[config.mk]
export PLATFORM = sky130hd
export DESIGN_NAME = if_stage_q_flat
export DESIGN_NICKNAME = d
export VERILOG_FILES = /design/src/rtl/if_stage_q_pkg.sv /design/src/rtl/if_stage_q_if.sv /design/src/rtl/if_stage_q_fetch_queue.sv /design/src/rtl/if_stage_q.sv /design/src/flat_wrapper.sv
export SDC_FILE = /design/constraint.sdc
export NUM_CORES = 1
export LEC_CHECK = 0
export ABC_CLOCK_PERIOD_IN_PS = 4200
export CELL_PAD_IN_SITES_DETAIL_PLACEMENT = 2
export CELL_PAD_IN_SITES_GLOBAL_PLACEMENT = 2
export CORE_UTILIZATION = 36
export DETAILED_ROUTE_END_ITERATION = 16
export HOLD_SLACK_MARGIN = 0.1
export PLACE_DENSITY_LB_ADDON = 0.2
export SLEW_MARGIN = 25
export SYNTH_ARGS = -nofsm -noshare
export SYNTH_HDL_FRONTEND = slang
export SYNTH_SLANG_ARGS = --single-unit
[constraint.sdc]
create_clock -name clk -period 4.2 [get_ports clk]
set_input_delay 0.84 -clock clk [delete_from_list [all_inputs] [get_ports clk]]
set_output_delay 0.84 -clock clk [all_outputs]
set_load 0.01 [all_outputs]
[src/rtl/if_stage_q_pkg.sv]
// ============================================================================
// if_pkg : shared types and defaults for the queued instruction-fetch stage
// Revision: 1.0
// ============================================================================
`default_nettype none

package if_pkg;

    localparam int IF_ADDR_W     = 32;
    localparam int IF_INSTR_W    = 32;
    localparam int IF_PC_STEP    = 4;
    localparam int PC_ALIGN_BITS = $clog2(IF_PC_STEP);

    localparam logic [31:0] IF_RESET_VECTOR = 32'h0000_0000;

    typedef struct packed {
        logic [IF_ADDR_W-1:0]  pc;
        logic [IF_INSTR_W-1:0] instr;
    } fetch_entry_t;

    function automatic logic [31:0] sat_add32(input logic [31:0] a, input logic [31:0] b);
        logic [32:0] sum;
        sum = {1'b0, a} + {1'b0, b};
        return sum[32] ? 32'hFFFF_FFFF : sum[31:0];
    endfunction

endpackage

`default_nettype wire

[src/rtl/if_stage_q_if.sv]
// ============================================================================
// if_stage_q_if : instruction-memory read port and decode handshake bundle
// Revision: 1.0
// ============================================================================
`default_nettype none

interface if_stage_q_if #(
    parameter int ADDR_W  = 32,
    parameter int INSTR_W = 32
);
    logic [ADDR_W-1:0]  imem_addr;
    logic [INSTR_W-1:0] imem_rdata;
    logic               out_valid;
    logic               out_ready;
    logic [ADDR_W-1:0]  out_pc;
    logic [INSTR_W-1:0] out_instr;

    modport master (
        output imem_addr,
        input  imem_rdata,
        output out_valid,
        input  out_ready,
        output out_pc,
        output out_instr
    );

    modport slave (
        input  imem_addr,
        output imem_rdata,
        input  out_valid,
        output out_ready,
        input  out_pc,
        input  out_instr
    );
endinterface

`default_nettype wire

[src/rtl/if_stage_q_fetch_queue.sv]
// ============================================================================
// fetch_queue : generic DEPTH-entry FIFO with flush and same-cycle push/pop
// Revision: 1.0
// ============================================================================
`default_nettype none

module fetch_queue #(
    parameter int WIDTH = 64,
    parameter int DEPTH = 2,
    localparam int PTR_W = $clog2(DEPTH),
    localparam int CNT_W = PTR_W + 1
) (
    input  wire logic             clk,
    input  wire logic             rst,
    input  wire logic             push_i,
    input  wire logic             pop_i,
    input  wire logic             flush_i,
    input  wire logic [WIDTH-1:0] data_i,
    output logic      [CNT_W-1:0] count_o,
    output logic      [WIDTH-1:0] head_o
);

    logic [WIDTH-1:0] mem_q [DEPTH];
    logic [PTR_W-1:0] wr_ptr_q, wr_ptr_d;
    logic [PTR_W-1:0] rd_ptr_q, rd_ptr_d;
    logic [CNT_W-1:0] count_q, count_d;
    logic             w_pop;
    logic             w_push;

    assign w_pop  = pop_i & (count_q != '0);
    assign w_push = push_i & ((count_q != CNT_W'(DEPTH)) | w_pop);

    always_comb begin
        wr_ptr_d = wr_ptr_q;
        rd_ptr_d = rd_ptr_q;
        count_d  = count_q;
        if (flush_i) begin
            wr_ptr_d = '0;
            rd_ptr_d = '0;
            count_d  = '0;
        end else begin
            if (w_push) wr_ptr_d = wr_ptr_q + 1'b1;
            if (w_pop)  rd_ptr_d = rd_ptr_q + 1'b1;
            count_d = count_q + CNT_W'(w_push) - CNT_W'(w_pop);
        end
    end

    // Storage is reset too so the head reads as zero straight out of reset.
    always_ff @(posedge clk or negedge rst) begin
        if (!rst) begin
            for (int i = 0; i < DEPTH; i++) mem_q[i] <= '0;
            wr_ptr_q <= '0;
            rd_ptr_q <= '0;
            count_q  <= '0;
        end else begin
            if (w_push && !flush_i) mem_q[wr_ptr_q] <= data_i;
            wr_ptr_q <= wr_ptr_d;
            rd_ptr_q <= rd_ptr_d;
            count_q  <= count_d;
        end
    end

    assign count_o = count_q;
    assign head_o  = mem_q[rd_ptr_q];

endmodule

`default_nettype wire

[src/rtl/if_stage_q.sv]
// ============================================================================
// if_stage_q : PC register, fetch control and fetch queue toward decode.
// Optional perf counters enabled by defining IF_STAGE_Q_PERF_EN. Revision: 1.0
// ============================================================================
`default_nettype none

module if_stage_q
    import if_pkg::*;
#(
    parameter int               ADDR_W       = IF_ADDR_W,
    parameter int               INSTR_W      = IF_INSTR_W,
    parameter int               DEPTH        = 2,
    parameter int               PC_STEP      = IF_PC_STEP,
    parameter logic [ADDR_W-1:0] RESET_VECTOR = ADDR_W'(IF_RESET_VECTOR)
) (
    input  wire logic                    clk,
    input  wire logic                    rst,
    input  wire logic                    fetch_hold,
    input  wire logic                    redirect_valid,
    input  wire logic [ADDR_W-1:0]       redirect_target,
    if_stage_q_if.master                 bus,
`ifdef IF_STAGE_Q_PERF_EN
    output logic      [31:0]             perf_fetched,
    output logic      [31:0]             perf_flushed,
`endif
    output logic      [$clog2(DEPTH):0]  q_count
);

    localparam int                CNT_W      = $clog2(DEPTH) + 1;
    localparam logic [ADDR_W-1:0] ALIGN_MASK = ~(ADDR_W'(PC_STEP - 1));

    logic [ADDR_W-1:0]         pc_q, pc_d;
    logic [CNT_W-1:0]          w_count;
    logic [ADDR_W+INSTR_W-1:0] w_head;
    logic                      w_pop;
    logic                      w_can_push;
    logic                      w_push;

    assign w_pop      = bus.out_valid & bus.out_ready;
    assign w_can_push = (w_count < CNT_W'(DEPTH)) | w_pop;
    assign w_push     = w_can_push & ~fetch_hold & ~redirect_valid;

    always_comb begin
        pc_d = pc_q;
        if (redirect_valid) begin
            pc_d = redirect_target & ALIGN_MASK;
        end else if (w_push) begin
            pc_d = pc_q + ADDR_W'(PC_STEP);
        end
    end

    always_ff @(posedge clk or negedge rst) begin
        if (!rst) pc_q <= RESET_VECTOR;
        else      pc_q <= pc_d;
    end

    fetch_queue #(
        .WIDTH (ADDR_W + INSTR_W),
        .DEPTH (DEPTH)
    ) u_queue (
        .clk     (clk),
        .rst     (rst),
        .push_i  (w_push),
        .pop_i   (w_pop),
        .flush_i (redirect_valid),
        .data_i  ({pc_q, bus.imem_rdata}),
        .count_o (w_count),
        .head_o  (w_head)
    );

    // out_valid derives only from the registered occupancy, never from inputs.
    assign bus.imem_addr = pc_q;
    assign bus.out_valid = (w_count != '0);
    assign bus.out_pc    = w_head[ADDR_W+INSTR_W-1:INSTR_W];
    assign bus.out_instr = w_head[INSTR_W-1:0];
    assign q_count       = w_count;

`ifdef IF_STAGE_Q_PERF_EN
    logic [31:0] fetched_q, fetched_d;
    logic [31:0] flushed_q, flushed_d;

    // Entries discarded by a redirect exclude the one handed off the same cycle.
    always_comb begin
        fetched_d = fetched_q;
        flushed_d = flushed_q;
        if (w_push) fetched_d = sat_add32(fetched_q, 32'd1);
        if (redirect_valid) flushed_d = sat_add32(flushed_q, 32'(w_count) - 32'(w_pop));
    end

    always_ff @(posedge clk or negedge rst) begin
        if (!rst) begin
            fetched_q <= '0;
            flushed_q <= '0;
        end else begin
            fetched_q <= fetched_d;
            flushed_q <= flushed_d;
        end
    end

    assign perf_fetched = fetched_q;
    assign perf_flushed = flushed_q;
`endif

endmodule

`default_nettype wire
[src/flat_wrapper.sv]
// flat-port wrapper written by rule: the top's interface ports become plain ports
module if_stage_q_flat import if_pkg::*;
#(
    parameter int               ADDR_W       = IF_ADDR_W,
    parameter int               INSTR_W      = IF_INSTR_W,
    parameter int               DEPTH        = 2,
    parameter int               PC_STEP      = IF_PC_STEP,
    parameter logic [ADDR_W-1:0] RESET_VECTOR = ADDR_W'(IF_RESET_VECTOR)
)
  (clk, rst, fetch_hold, redirect_valid, redirect_target, q_count, bus_imem_addr, bus_imem_rdata, bus_out_valid, bus_out_ready, bus_out_pc, bus_out_instr);
  if_stage_q_if #(.ADDR_W(ADDR_W), .INSTR_W(INSTR_W)) bus_i ();
  input  wire logic clk;
  input  wire logic rst;
  input  wire logic fetch_hold;
  input  wire logic redirect_valid;
  input  wire logic [ADDR_W-1:0] redirect_target;
  output logic      [$clog2(DEPTH):0] q_count;
  output wire logic [$bits(bus_i.imem_addr)-1:0] bus_imem_addr;
  input wire logic [$bits(bus_i.imem_rdata)-1:0] bus_imem_rdata;
  output wire logic [$bits(bus_i.out_valid)-1:0] bus_out_valid;
  input wire logic [$bits(bus_i.out_ready)-1:0] bus_out_ready;
  output wire logic [$bits(bus_i.out_pc)-1:0] bus_out_pc;
  output wire logic [$bits(bus_i.out_instr)-1:0] bus_out_instr;
  assign bus_imem_addr = bus_i.imem_addr;
  assign bus_i.imem_rdata = bus_imem_rdata;
  assign bus_out_valid = bus_i.out_valid;
  assign bus_i.out_ready = bus_out_ready;
  assign bus_out_pc = bus_i.out_pc;
  assign bus_out_instr = bus_i.out_instr;
  if_stage_q #(.ADDR_W(ADDR_W), .INSTR_W(INSTR_W), .DEPTH(DEPTH), .PC_STEP(PC_STEP), .RESET_VECTOR(RESET_VECTOR)) u_core (.clk(clk), .rst(rst), .fetch_hold(fetch_hold), .redirect_valid(redirect_valid), .redirect_target(redirect_target), .bus(bus_i), .q_count(q_count));
endmodule
# Word level (Yosys, flattened, before mapping)
# Cells that the tools add are included.
# totals
n_memories	0
ram_bits	0
output_inout_bits	99
word_cells	47
register_bits	164
latchBits	0
romBits	0
input_bits	69
# classes
n_reduce_logical	7
n_addsub	5
muxes	13
eq_ne	1
order_cmp	4
shift	0
div_mod_pow	0
mul	0
n_bitwise	11
# ops
operator	count
$mux W64	4
$bwmux W128	1
$demux W64 S1	1
$mux W32	2
$add A32 B3 Y32 const B	1
$reduce_bool A2 Y1	4
$and A1 B1 Y1	5
$ge A2 B2 Y1 const B	2
$mux W1	4
$not A1 Y2	2
$add A1 B1 Y1 const B	2
$add A2 B1 Y2	1
$logic_and A1 B1 Y1	2
$lt A2 B1 Y1 const B	1
$lt A2 B2 Y1 const B	1
$mux W2	1
$ne A2 B2 Y1 const B	1
$not A1 Y1	2
$or A1 B1 Y1	2
$sub A2 B1 Y2	1
$logic_not A1 Y1	1

# Logic depth before layout (Yosys ltp)
# Gate-level depths: netlist (run 1).
# depth
depth_word	9
ltp_mapped	7
ltp_nobuf	6

# Modules after synthesis
# From an unflattened synthesis (run 1), not the netlist that was laid out.
# unflattened
hier_cells	558
area_unflattened_um2	7648.6
# by_module_without_submodules
module	seq_area_each_um2	area_per_inst_um2	instances	cells_per_inst
fetch_queue	3303.2	5910.7	1	362
if_stage_q	750.7	1737.9	1	196

# Worst setup path after synthesis (run 1)
# No wires, ideal clock.
# synth_path
path_type	in2reg
startpoint	input port redirect_valid
endpoint	register u_core.u_queue.mem_q[68] (netlist name)
t_arrival_ps	2043
path_buffers	2
required_ps	4075
path_stages	4
setup_ps	125
path_slack_ps	2032
cell_sequence	clkbuf_1 -> nor4_4 -> buf_2 -> mux2_2
# synth_between
elab_chain_cells	4
word_cells_on_any_way	5
cone_classes	3 x bitwise; 2 x reduce/logical
# synth_rtl
element	line	source
from (decl)	flat_wrapper.sv:15	input wire logic redirect_valid;
$not A1 Y1	if_stage_q.sv:41	assign w_push = w_can_push & ~fetch_hold & ~redirect_valid;
$and A1 B1 Y1	if_stage_q.sv:41	
$and A1 B1 Y1	if_stage_q_fetch_queue.sv:31	assign w_push = push_i & ((count_q != CNT_W'(DEPTH)) | w_pop);
$logic_and A1 B1 Y1 *	if_stage_q_fetch_queue.sv:56	if (w_push && !flush_i) mem_q[wr_ptr_q] <= data_i;
to (signal, indexed assignment)	if_stage_q_fetch_queue.sv:56	
to (decl)	if_stage_q_fetch_queue.sv:23	logic [WIDTH-1:0] mem_q [DEPTH];
# Mark *: on every way between the ends. The rest lies on a longest branch, timed or not.
# A chain may end at the register's enable or synchronous reset.

# Worst setup path in the final report (run 1)
# layout_path
startpoint	register u_core.u_queue.rd_ptr_q
endpoint	output port bus_out_pc[3]
# layout_between
elab_chain_cells	4
# layout_rtl
element	line	source
from (decl)	if_stage_q_fetch_queue.sv:25	logic [PTR_W-1:0] rd_ptr_q, rd_ptr_d;
from (signal assigned)	if_stage_q_fetch_queue.sv:58	rd_ptr_q <= rd_ptr_d;
$not A1 Y2 (not written as such)	if_stage_q_fetch_queue.sv:64	assign head_o = mem_q[rd_ptr_q];
$mux W64 (not written as such) (3 in a row)	if_stage_q_fetch_queue.sv:64	
to (decl)	flat_wrapper.sv:22	output wire logic [$bits(bus_i.out_pc)-1:0] bus_out_pc;
# Every way passes these cells. The select of a mux whose other input is x is not followed.

==> results of run 1 <==
[registers in the layout (all words and copies together) (netlist names)]
| register | count |
|---|---|
| u_core.u_queue.mem_q | 124 |
| u_core.u_queue.count_o | 2 |
| u_core.u_queue.rd_ptr_q | 1 |
| u_core.u_queue.wr_ptr_q | 1 |
| u_core.bus.imem_addr | 30 |
[cell type report]
class,instances,area (um^2)
well taps,265,332
fillers,1921,9980
clock inverters,10,80.1
multi-input cells,356,3200
clock buffers,22,474
inverters,1,3.75
repair buffers,167,1690
flip-flops and latches,158,3960
[cells in the final DEF, fill, tap and decap left out, drive strengths merged]
cell / instances
clkdlybuf4s50: 159
and3: 9
clkinv: 5
ha: 2
and2: 3
dfrtp: 158
mux2: 190
nor3: 6
clkbuf: 22
xor2: 21
conb: 4
o21ai: 26
nor3b: 1
or2: 1
xnor2: 12
nor4: 7
nand2b: 1
nor2: 8
nand2: 37
buf: 8
a21oi: 1
clkinvlp: 3
nand3: 8
nand4: 16
inv: 3
nor2b: 2
mux2i: 1
[report_power, final]
group / internal, mW / switching [mW]
clock network: 0.809 / 0.659
logic: 1.29 / 0.766
registers: 2.03 / 0.331
total: 4.13 / 1.76
[cells by family after synthesis]
| group | synth area share (%) |
|---|---|
| adders and majority gates | 0.341 |
| other | 0.0510 |
| and+or+nand+nor | 7.94 |
| AOI/OAI and AO/OA | 1.84 |
| DFF | 53.8 |
| muxes | 29.3 |
| xor gates and xnor gates | 3.93 |
| buffers and inverters | 2.83 |
[through the flow]
step           util, %  setup WS, ns  instance area (um^2)
6_report          49.4         0.939                  9730
5_1_grt           49.4         0.851                  9730
4_1_cts           49.4         0.901                  9730
3_5_place_dp      46.6          1.02                  9180
3_3_place_gp      46.6          1.08                  9180
2_1_floorplan        -          2.03                  7360
[worst max-delay path by stage]
stage,start,endpoint,slack (ns),depth (start not counted)
2_1_floorplan,redirect_valid,u_core.u_queue.mem_q[68]$_DFFE_PN0P_,2.03,4
3_3_place_gp,fetch_hold,u_core.u_queue.mem_q[45]$_DFFE_PN0P_,1.08,5
3_5_place_dp,fetch_hold,u_core.u_queue.mem_q[7]$_DFFE_PN0P_,1.02,5
4_1_cts,u_core.u_queue.rd_ptr_q$_DFFE_PN0P_,bus_out_pc[6],0.90,3
5_1_grt,u_core.u_queue.rd_ptr_q$_DFFE_PN0P_,bus_out_pc[3],0.85,3
6_report,u_core.u_queue.rd_ptr_q$_DFFE_PN0P_,bus_out_pc[3],0.94,3
[metal layers]
layer / global-route usage (%) / wire, um / vias to the layer above
li1: - / - / 2235
met1: 23.5 / 8120 / 2591
met2: 36.7 / 10600 / 107
met3: 5.73 / 1070 / 18
met4: 5.32 / 209 / 0
met5: 0 / 0 / -
[worst register-to-register path, stage by stage, from the launching register on]
cell and delay [ns]:
dfrtp_1 0.41, nor2b_2 0.27, nor3_2 0.23, and2_4 0.54
buf_12 0.31, mux2_2 0.38
==> flow_summary.ini, run 1 <==
[grt]
grt_pass1_vias = 5739
antenna_found_initial = 0
grt.total_usage_pct = 20.4
grt_remaining_overflow = 0
grt_max_degree = 89
grt_pass1_wl_um = 31700

[place]
routabilityCongestion = 0.705
hpwlAfterDp_um = 13600
numPortBuffers = 161
dp_cells = 947

[detailed_routing]
antenna_left = 0
dr.pass1.iters = 4
drc_errors = 0
via_per_inst = 5.06
wl_um = 20000
drt_iter0_drc = 92
post_drt_wl_per_cell_um = 20.4
num_vias = 4951

[sta]
setup_tns_ns = 0
final-setup-viol-count = 0
rsz0062_at_grt = no
finalCriticalPeriod_ns = 3.26
worst_pin_slew_ns = 0.722
fin_skew_ns = 0.0127
slew_viol_final = 0
slew_headroom_pct = 51.8
fmax_mhz = 307
timing.final.crit_share_pct = 77.7
whs_ns = 0.401
hold_violations = 0

[critical_path]
cp_data_arrival_time_ns = 2.42
slowest_stage = dfrtp_2
cp-start-kind = register
critical_path.top_delay_family = buffers and inverters
reg2regPathDepth = 5
reg2reg_setup_slack_ns = 1.95
crit_required_ns = 3.36
reg2reg_from = u_core.u_queue.count_o[1]$_DFF_PN0_
regToRegEndpoint = u_core.u_queue.mem_q[15]$_DFFE_PN0P_
worst-path-buf-inv = 2
cp_slowest_stage_delay_ns = 0.67
path_max_fanout = 48
crit_chain = buf_12, mux2_2, clkdlybuf4s50_1
worstSetupPathType = reg -> out
setup.worst_path.end_class = primary output

[synthesis]
yosys_register_bits = 158
synth-edff-count = 0
synth-async-reset-ratio_pct = 100
ys_types = 36
synthFlopType = dfrtp_1
yosys-top-cells-area = dfrtp_1 (54%), mux2_2 (27%), xor2_1 (2.5%), nand2_1 (1.9%), mux2_1 (1.7%)
yosysSeqAreaShare_pct = 53.8
syn_avg_cell_area_um2 = 13.5
yosysWarnings = 0
synth_top_area_share_pct = 53.8
synth_commonest_cells = mux2_2 (179), dfrtp_1 (158), nand2_1 (37), xor2_1 (21), o21ai_0 (20)
yosys.area.top_type = dfrtp_1
synth_most_common_cell = mux2_2
synthCells = 545
netlist_area_um2 = 7350

[clock_network]
clockRootBuffer = clkbuf_16
cts_tree = yes
cts_setup_buffers = 0
cts_buffers = 17
clk_path_buf_depth = 2
clkTransAtPathRegs_ns = 0.07
cts.sinks = 158
ctsResizeCount = 0
clock_latency_ns = 0.44
hold_buffers = 0
htree_levels = 4

[die]
rows = 51
die_w_um = 145
die_area_um2 = 21000
ios = 168
coreArea_um2 = 19700
die_h_um = 145
start_util_pct = 37.3

[job]
drv_cap = 0

[run_status]
status = completed

[cells_and_area]
nNetsFinal = 772
drive_gt1_share_pct = 32.2
syn_to_final_growth_pct = 32.5
final_cell_count_no_fill = 979
antenna_cells = 0

[power]
power.density_nw_per_um2 = 604
total_power_mw = 5.88
ir_drop_v = 0.000245
total_leakage_power_nw = 3.92

[worst_hold_path]
hp-class = in -> async
No activity file was read; power rests on OpenSTA's default activity.
==> run 2, diff against run 1 <==
Settings changed: ABC_CLOCK_PERIOD_IN_PS 4200 to 3400, CORE_UTILIZATION 36 to 34.
Clock period 4.2 ns to 3.4 ns, I/O delays scaled along.
==> run 2 against run 1 <==
  * Die area up 5.8%
  * Critical path depth unchanged
  * Hold slack worse by 0.12 ns
  * Clock-buffer cell count down 4
  * Via count about the same
  * Non-clock buffer count up 8
  * First-iteration DRC count up 39%
  * Sequential power up 25%
  * Global-route usage down 1.5 points
  * Largest cell class unchanged
  * Highest routed layer is now met5
  * Critical endpoint is now bus_out_pc[5]
==> flow_summary.ini, run 2 (synthesis results as in run 1) <==
[clock_network]
clkTransAtPathRegs_ns = 0.06
cts.sinks = 158
cts_buffers = 17
htree_levels = 4
cts_tree = yes
clk_path_buf_depth = 2
hold_buffers = 0
clock_latency_ns = 0.42
cts_setup_buffers = 0
ctsResizeCount = 0
clockRootBuffer = clkbuf_16

[detailed_routing]
antenna_left = 0
post_drt_wl_per_cell_um = 19.8
num_vias = 4948
drc_errors = 0
drt_iter0_drc = 128
wl_um = 19700
dr.pass1.iters = 4
via_per_inst = 4.96

[die]
rows = 53
ios = 168
start_util_pct = 34.8
die_h_um = 149
coreArea_um2 = 21100
die_area_um2 = 22200
die_w_um = 149

[sta]
hold_violations = 0
timing.final.crit_share_pct = 91.4
fmax_mhz = 322
fin_skew_ns = 0.0105
slew_headroom_pct = 54.9
worst_pin_slew_ns = 0.677
final-setup-viol-count = 0
setup_tns_ns = 0
slew_viol_final = 0
finalCriticalPeriod_ns = 3.11
rsz0062_at_grt = no

[power]
p_comb_share_pct = 34.2
p_sw_share_pct = 29.6
clockPowerShare_pct = 25.4
total_leakage_power_nw = 3.97
p_int_mw = 5.15
ir_drop_v = 0.000340
pwr-share-seq_pct = 40.4
power.density_nw_per_um2 = 745
power.switching_mw = 2.17

[worst_hold_path]
hp-class = in -> async

[cells_and_area]
drive_gt1_share_pct = 33.2
mostFrequentLayoutCells = mux2_2 (179), clkdlybuf4s50_1 (159), dfrtp_1 (157)
mostFrequentLayoutCell = mux2_2
syn_to_final_growth_pct = 33.6
largest_reg_flops = 124
antenna_cells = 0
final_cell_count_no_fill = 997
nNetsFinal = 780
largest_register = u_core.u_queue.mem_q

[place]
numPortBuffers = 161
hpwlAfterDp_um = 13400
dp_cells = 965
routabilityCongestion = 0.762

[grt]
grt.total_usage_pct = 18.8
grt_pass1_wl_um = 31900
grt_pass1_vias = 5788
grt_remaining_overflow = 0
grt_max_degree = 74
antenna_found_initial = 2

[job]
drv_cap = 0

[critical_path]
reg2reg_from = u_core.u_queue.count_o[1]$_DFF_PN0_
slowest_stage = dfrtp_4
cp_data_arrival_time_ns = 2.43
setup.worst_path.end_class = primary output
critPathLaunch = u_core.u_queue.rd_ptr_q$_DFFE_PN0P_
crit_chain = buf_4, mux2_2, clkdlybuf4s50_1
cp-start-kind = register
reg2reg_setup_slack_ns = 1.21
path_max_fanout = 35
worstSetupPathType = reg -> out
crit_required_ns = 2.72
cp_slowest_stage_delay_ns = 0.82

[run_status]
status = completed
## run 2: final timing paths
check / end / cells after the start
min: u_core.u_queue.mem_q[86]$_DFFE_PN0P_ / 1
min in group clk: u_core.u_queue.mem_q[59]$_DFFE_PN0P_ / 1
max reg2reg: u_core.u_queue.mem_q[26]$_DFFE_PN0P_ / 5
max in group asynchronous: u_core.bus.imem_addr[6]$_DFFE_PN0N_ / 2
max: bus_out_pc[5] / 3
min reg2reg: u_core.u_queue.mem_q[59]$_DFFE_PN0P_ / 1
## run 2: final cells by class
type,count,area [um^2]
timing repair buffer,175,1740
inverter,1,3.75
clock inverter,14,133
clock buffer,18,439
tap,275,344
fill,2056,11300
sequential,158,3960
multi-input combinational,356,3200
## run 2: critical path, delay by kind of cell, from the launching register on
| family | cells | cell delay, ns |
|---|---|---|
| buffers and inverters | 2 | 0.81 |
| muxes | 1 | 0.36 |
| DFF | 1 | 0.82 |
## run 2: power by group through the flow
stage / registers, mW / clock network (mW) / logic [mW]
after detailed placement: 2.99 / 0 / 2.53
after floorplan: 2.79 / 0 / 1.43
after global placement: 2.90 / 0 / 2.45
after global routing: 3.04 / 1.99 / 2.69
final: 2.95 / 1.86 / 2.50
after CTS: 2.96 / 1.92 / 2.56
## run 2: routing by layer
metal  part of all wire, %  global-route usage (%)  vias to the layer above
li1                      -                       -                     2254
met1                    42                    22.1                     2555
met2                    52                    33.9                      113
met3                   4.2                    4.28                       24
met4                   1.3                    5.77                        2
met5                 0.066                       0                        -
## run 2: stage by stage
step | util, % | power (mW) | cell area, um^2 | worst slack, ns | hold WS [ns]
floorplan | - | 4.22 | 7360 | 1.39 | 0.384
global placement | 43.8 | 5.36 | 9240 | 0.512 | 0.462
detailed placement | 43.8 | 5.51 | 9240 | 0.470 | 0.475
CTS | 46.5 | 7.44 | 9810 | 0.235 | 0.293
global route | 46.5 | 7.72 | 9810 | 0.184 | 0.302
finish | 46.5 | 7.31 | 9810 | 0.293 | 0.278
